## src/rtl/scan_config_reg.sv

```systemverilog
// WIDTH-bit scannable configuration register: serial shift stage, shadow (update)
// stage driving the fabric, and a three-state session FSM. rst is active-low, async.
module scan_config_reg #(
    parameter int unsigned WIDTH = 8,
    parameter int unsigned CNT_W = $clog2(WIDTH) + 1
) (
    input  logic             clk,
    input  logic             rst,
    input  logic [WIDTH-1:0] D,
    input  logic             wen,
    input  logic             scan_en,
    input  logic             scan_valid,
    input  logic             scan_in,
    output logic             scan_out,
    output logic [WIDTH-1:0] Q,
    output logic             busy,
    output logic             cfg_done,
    output logic             cfg_abort
);

    typedef enum logic [1:0] {
        IDLE   = 2'd0,
        SHIFT  = 2'd1,
        UPDATE = 2'd2
    } state_t;

    localparam logic [CNT_W-1:0] LAST_BIT = CNT_W'(WIDTH - 1);

    state_t             state_q, state_d;
    logic [WIDTH-1:0]   shift_q, shift_d;
    logic [WIDTH-1:0]   q_q, q_d;
    logic [CNT_W-1:0]   count_q, count_d;
    logic               done_q, done_d;
    logic               abort_q, abort_d;

    always_ff @(posedge clk or negedge rst) begin
        if (!rst) begin
            state_q <= IDLE;
            shift_q <= '0;
            q_q     <= '0;
            count_q <= '0;
            done_q  <= 1'b0;
            abort_q <= 1'b0;
        end else begin
            state_q <= state_d;
            shift_q <= shift_d;
            q_q     <= q_d;
            count_q <= count_d;
            done_q  <= done_d;
            abort_q <= abort_d;
        end
    end

    always_comb begin
        state_d = state_q;
        shift_d = shift_q;
        q_d     = q_q;
        count_d = count_q;
        done_d  = 1'b0;
        abort_d = 1'b0;

        case (state_q)
            IDLE: begin
                // Keep the shift stage mirroring the shadow so readback starts from live config
                shift_d = q_q;
                if (scan_en) begin
                    state_d = SHIFT;
                    count_d = '0;
                end else if (wen) begin
                    q_d     = D;
                    shift_d = D;
                end
            end

            SHIFT: begin
                if (!scan_en) begin
                    state_d = IDLE;
                    abort_d = 1'b1;
                end else if (scan_valid) begin
                    shift_d = {scan_in, shift_q[WIDTH-1:1]};
                    count_d = count_q + CNT_W'(1);
                    if (count_q == LAST_BIT) begin
                        state_d = UPDATE;
                    end
                end
            end

            UPDATE: begin
                q_d     = shift_q;
                done_d  = 1'b1;
                state_d = IDLE;
            end

            default: begin
                state_d = IDLE;
            end
        endcase
    end

    assign scan_out  = shift_q[0];
    assign Q         = q_q;
    assign busy      = (state_q == SHIFT) || (state_q == UPDATE);
    assign cfg_done  = done_q;
    assign cfg_abort = abort_q;

endmodule

```

## config.mk

```make
export PLATFORM = sky130hd
export DESIGN_NAME = scan_config_reg
export DESIGN_NICKNAME = d
export VERILOG_FILES = /design/src/rtl/scan_config_reg.sv
export SDC_FILE = /design/constraint.sdc
export NUM_CORES = 1
export LEC_CHECK = 0
export CAP_MARGIN = 20
export CORE_UTILIZATION = 51
export CTS_CLUSTER_DIAMETER = 30
export CTS_CLUSTER_SIZE = 10
export DETAILED_ROUTE_END_ITERATION = 6
export PLACE_DENSITY_LB_ADDON = 0.12
export SLEW_MARGIN = 20
export SYNTH_ARGS = -nofsm -noshare
export SYNTH_HDL_FRONTEND = slang
export SYNTH_SLANG_ARGS = --single-unit
```

## constraint.sdc

```tcl
create_clock -name clk -period 2 [get_ports clk]
set_input_delay 0.4 -clock clk [delete_from_list [all_inputs] [get_ports clk]]
set_output_delay 0.4 -clock clk [all_outputs]
set_load 0.05 [all_outputs]
```

==> Yosys cells after proc, flatten, opt, wreduce, memory -nomap -nowiden <==
Index checks and enable logic that the tools add are counted.
{ "word_totals": {"mem_bits_rw": 0, "in_bits": 14, "register_bits": 24, "memories": 0, "out_inout_bits": 12, "romBits": 0, "latch_bits": 0} }
{ "classes": {"bitwise_logic": 0, "div_mod_pow": 0, "mul": 0, "shifts": 0, "add_sub_neg": 1, "n_reduce_logical": 7, "muxes": 18, "n_lt_le_gt_ge": 0, "n_eq_ne": 8} }
{ "op_table": {"columns": ["operator", "n"], "rows": [
  ["8-bit 2-to-1 mux", 4],
  ["8-bit case mux with 2 select lines", 2],
  ["4-bit 2-to-1 mux", 3],
  ["2-bit 2-to-1 mux", 4],
  ["4-bit case mux with 2 select lines", 1],
  ["2-bit inequality test (second input constant)", 3],
  ["3-bit inequality test (second input constant)", 2],
  ["3-bit AND reduction", 2],
  ["4-bit by 1-bit adder with 4-bit output (second input constant)", 1],
  ["4-bit by 3-bit equality test with 1-bit output (second input constant)", 1],
  ["2-bit case mux with 2 select lines", 1],
  ["4-bit AND reduction", 1],
  ["2-bit nonzero test", 2],
  ["1-bit 2-to-1 mux", 3],
  ["2-bit by 1-bit equality test with 1-bit output (second input constant)", 1],
  ["2-bit equality test (second input constant)", 1],
  ["2-bit logical NOT", 1],
  ["1-bit logical OR", 1]
]} }

==> Longest topological paths before layout <==
{ "logic_depth": {"depth_word": 5, "mapped_depth": 8, "mapped_depth_nobuf": 5} }

==> Least setup slack after synthesis <==
Ideal clock, no wire load.
{ "synth_path": {"path_type": "flip-flop to flip-flop", "from": "register state_q[1]", "to": "register shift_q[0]", "setup_slack_ns": 0.488, "n_path_buf": 3, "stages_incl_launch_ff": 9, "setup_time_ns": 0.095, "arrival_ns": 1.416, "path_cell_list": "dfrtp_1 > inv_1 > ha_1 > buf_6 > nand2b_4 > buf_6 > and2_4 > buf_6 > o31ai_1"} }
{ "synth_via": {"elab_chain_len": 3, "word_cells_on_any_way": 7, "classes_between": "eq/ne: 3; mux: 1; reduce/logical: 3"} }
{ "synth_rtl": {"columns": ["element", "line", "text"], "rows": [
  ["from (decl)", "29", "state_t state_q, state_d;"],
  ["from (signal assigned)", "45", "state_q <= state_d;"],
  ["2-bit by 1-bit equality test with 1-bit output or 2-bit logical NOT (tied branches)", "62", "case (state_q)"],
  ["2-bit inequality test (no source line) or 2-bit nonzero test (tied branches)", null, null],
  ["3-bit AND reduction (no source line)", null, null],
  ["to (signal assigned)", "46", "shift_q <= shift_d;"],
  ["to (decl)", "30", "logic [WIDTH-1:0] shift_q, shift_d;"]
]} }
Several ways; a longest one is shown, not always the timed one.
A chain may end at the register's enable or synchronous reset.

==> Final worst setup path <==
{ "layout_path": {"from": "register q_q[4] (netlist: Q[4])", "to": "output port Q[4]"} }
{ "layout_rtl": {"columns": ["element", "line", "text"], "rows": [
  ["from (decl)", "31", "logic [WIDTH-1:0] q_q, q_d;"],
  ["from (signal assigned)", "47", "q_q <= q_d;"],
  ["to (decl)", "15", "output logic [WIDTH-1:0] Q,"]
]} }
No word-level cell between the ends.

==> reports/results.ini <==
[layout]
seqCellArea_um2=601
diodes=0
synthToLayoutAreaGrowth_pct=26.1
fin_nets=183
fillerInstances=215
drive_gt1_frac=0.0976
multi_input_area_um2=699

[synth]
ys_warn_count=0
synth_ff_type=dfrtp_1
synth-seq-cells=24
syn_area_per_cell_um2=10.0
syn-instance-count=138
synth_cell_type_count=31
synth.cell_area_mm2=0.00139
synth-async-reset-ratio=1.00
yosysMostFrequentCell=dfrtp_1
synthAdderAreaFrac=0.0361
synth-edff-count=0
synth_fp_nets=156
ys_seq_area_frac=0.434
synth_simple_gate_area_frac=0.226
synth_xor_area_frac=0
synthTopCellsByArea=dfrtp_1 43%, mux2i_1 6.5%, and3b_1 5.1%, nor2b_1 4.5%, a211oi_1 4.3%
synth_top_area_cell=dfrtp_1
muxShareOfSynthArea=0.0650
synth_top_family_by_area=simple AND/OR/NAND/NOR gates
synth_compound_area_frac=0.178
synth_top_cell_area_share=0.434
yosys-top-cells-count=24 x dfrtp_1, 14 x nand2_1, 11 x o21ai_0

[setup_path]
cp_slowest_stage_delay_ns=0.82
worst_r2r_endpoint=count_q[3]
worstPathMaxFanout=3
reg2reg_from=state_q[1]
arrival_ns=1.56
path_buf_inv=1
path_class=reg2out
endpoint_kind=primary output
critical_path.slowest_cell=clkdlybuf4s50_1
cp.required_ns=1.60
reg2reg_depth=5
regToRegSetupSlack_ns=0.35
crit_chain=clkdlybuf4s50_1
cp_top_family=buffers and inverters
start_kind=flip-flop

[timing]
maxSlewHeadroom=0.628
worst_pin_slew_ns=0.557
clock_skew_ns=0.0143
setup_ws_ns=0.0443
fin_crit_ns=1.96
finalHoldViolCount=0
slew_viol_final=0
finalCritPeriodShare=0.978
rsz0062_at_grt=false
final-setup-viol-count=0
max_freq_ghz=0.511
tns_ns=0

[clock_network]
clk_path_buf_depth=2
worstSkewPairLatency_ns=0.33
post_cts_buffers=0
cts_tree=done
clk_pin_slew_ns=0.15
clock_sinks=24
h-tree-depth=1
root_buffer=clkbuf_4
numCtsBuffers=3

[outcome]
run_status=finished clean

[route]
via_per_inst=5.97
routed.top_layer=met4
wl_met3_um=140
ant_nets=0
drtIter0Drc=26
firstDrtPassIters=4
drcViolationCount=0
vias=1159
wl_per_cell_um=16.6
m1WireLength_mm=1.46
wirelength_mm=3.22
wl_met2_mm=1.58

[power_and_ir_drop]
power_frac_seq=0.330
leakagePower_uw=0.000831
internal-power_uw=1490
combPwrFrac=0.533
power.switching_uw=1190
swShare=0.444
pwr-share-clk=0.137
total_power_uw=2670
power_density_mw_per_mm2=1530
ir_drop_uv=1100

[grt]
grt_first_pass_wirelength_mm=5.11
antenna_found_initial=0
overflow=0
grt_max_degree=25
grt_pass1_vias=1134
track_usage=0.246

[die]
die_w_um=54.1
pin_count=26
rows=18
start_util=0.549
fp.dieH_um=54.1
core_mm2=0.00252
die-area_mm2=0.00293

[placed_design]
preCtsSetupSlack_ns=0.0862
place_hpwl_mm=2.25
portBuffers=25
gp_congestion=0.863

[run]
drv_cap=0

[worst_hold_path]
hp-class=in2async

-- metal layers --
layer	up-vias	global-route usage
met5	-	0
met4	0	0.0726
met3	6	0.0395
met2	30	0.430
met1	572	0.307
li1	551	-
-- worst max-delay path by stage --
stage	start	to	slack, ns	depth (start not counted)
floorplan	state_q[1]	shift_q[0]	0.49	8
global placement	scan_en	shift_q[7]	0.10	5
detailed placement	scan_en	shift_q[4]	0.09	4
CTS	Q[2]	Q[2]	0.02	1
global route	Q[4]	Q[4]	0.002	1
finish	Q[4]	Q[4]	0.04	1
-- placed cells by master (no fill, tap or decap), drive strengths merged, types with 8 or more instances in the layout --
cell type / netlist / layout
dfrtp: 24 / 24
clkdlybuf4s50: 0 / 19
nand2: 14 / 14
o21ai: 11 / 11
nand3: 11 / 11
nor2b: 10 / 10
mux2i: 9 / 9
buf: 8 / 9
and3b: 8 / 8
a211oi: 8 / 8
o31ai: 8 / 8
-- cells by family after synthesis --
| logic type | after synthesis |
|---|---|
| adders and majority gates | 4 |
| DFF | 24 |
| AOI/OAI and AO/OA | 36 |
| buffers and inverters | 14 |
| muxes | 9 |
| and+or+nand+nor | 51 |
-- power groups by stage --
stage               Clock [uW]  Sequential [uW]  Combinational [uW]
detailed placement           0              888                1440
global route               386              910                1540
floorplan                    0             1190                 726
finish                     366              882                1430
global placement             0              878                1400
CTS                        371              883                1440
-- state kept, by name, summed over array words and instances (netlist names) --
signal     count
Q              8
shift_q        8
count_q        4
state_q        2
cfg_abort      1
cfg_done       1
-- through the flow --
| step | hold WS [ns] | area [um2] | utilization | cells |
|---|---|---|---|---|
| 5_1_grt | 0.447 | 1750 | 0.692 | 194 |
| 3_5_place_dp | 0.504 | 1680 | 0.667 | 190 |
| 3_3_place_gp | 0.488 | 1680 | 0.667 | 190 |
| 2_1_floorplan | 0.104 | 1390 | - | 138 |
| 4_1_cts | 0.429 | 1730 | 0.688 | 194 |
| 6_report | 0.414 | 1750 | 0.692 | 194 |
-- layout make-up --
| class | instances | share of cell area |
|---|---|---|
| clock inverters | 1 | 0.0172 |
| inverters | 3 | 0.00645 |
| well taps | 30 | 0.0215 |
| flip-flops and latches | 24 | 0.344 |
| repair buffers | 33 | 0.198 |
| clock buffers | 3 | 0.0129 |
| multi-input cells | 100 | 0.400 |
-- what timing repair did --
item / in CTS / in global routing
endpoints found under the setup margin: 0 / 5
hold endpoints to repair: 0 / 0
gates resized for setup: 0 / 5
hold buffers: 0 / 0
Power figures use the tool's default switching activity.
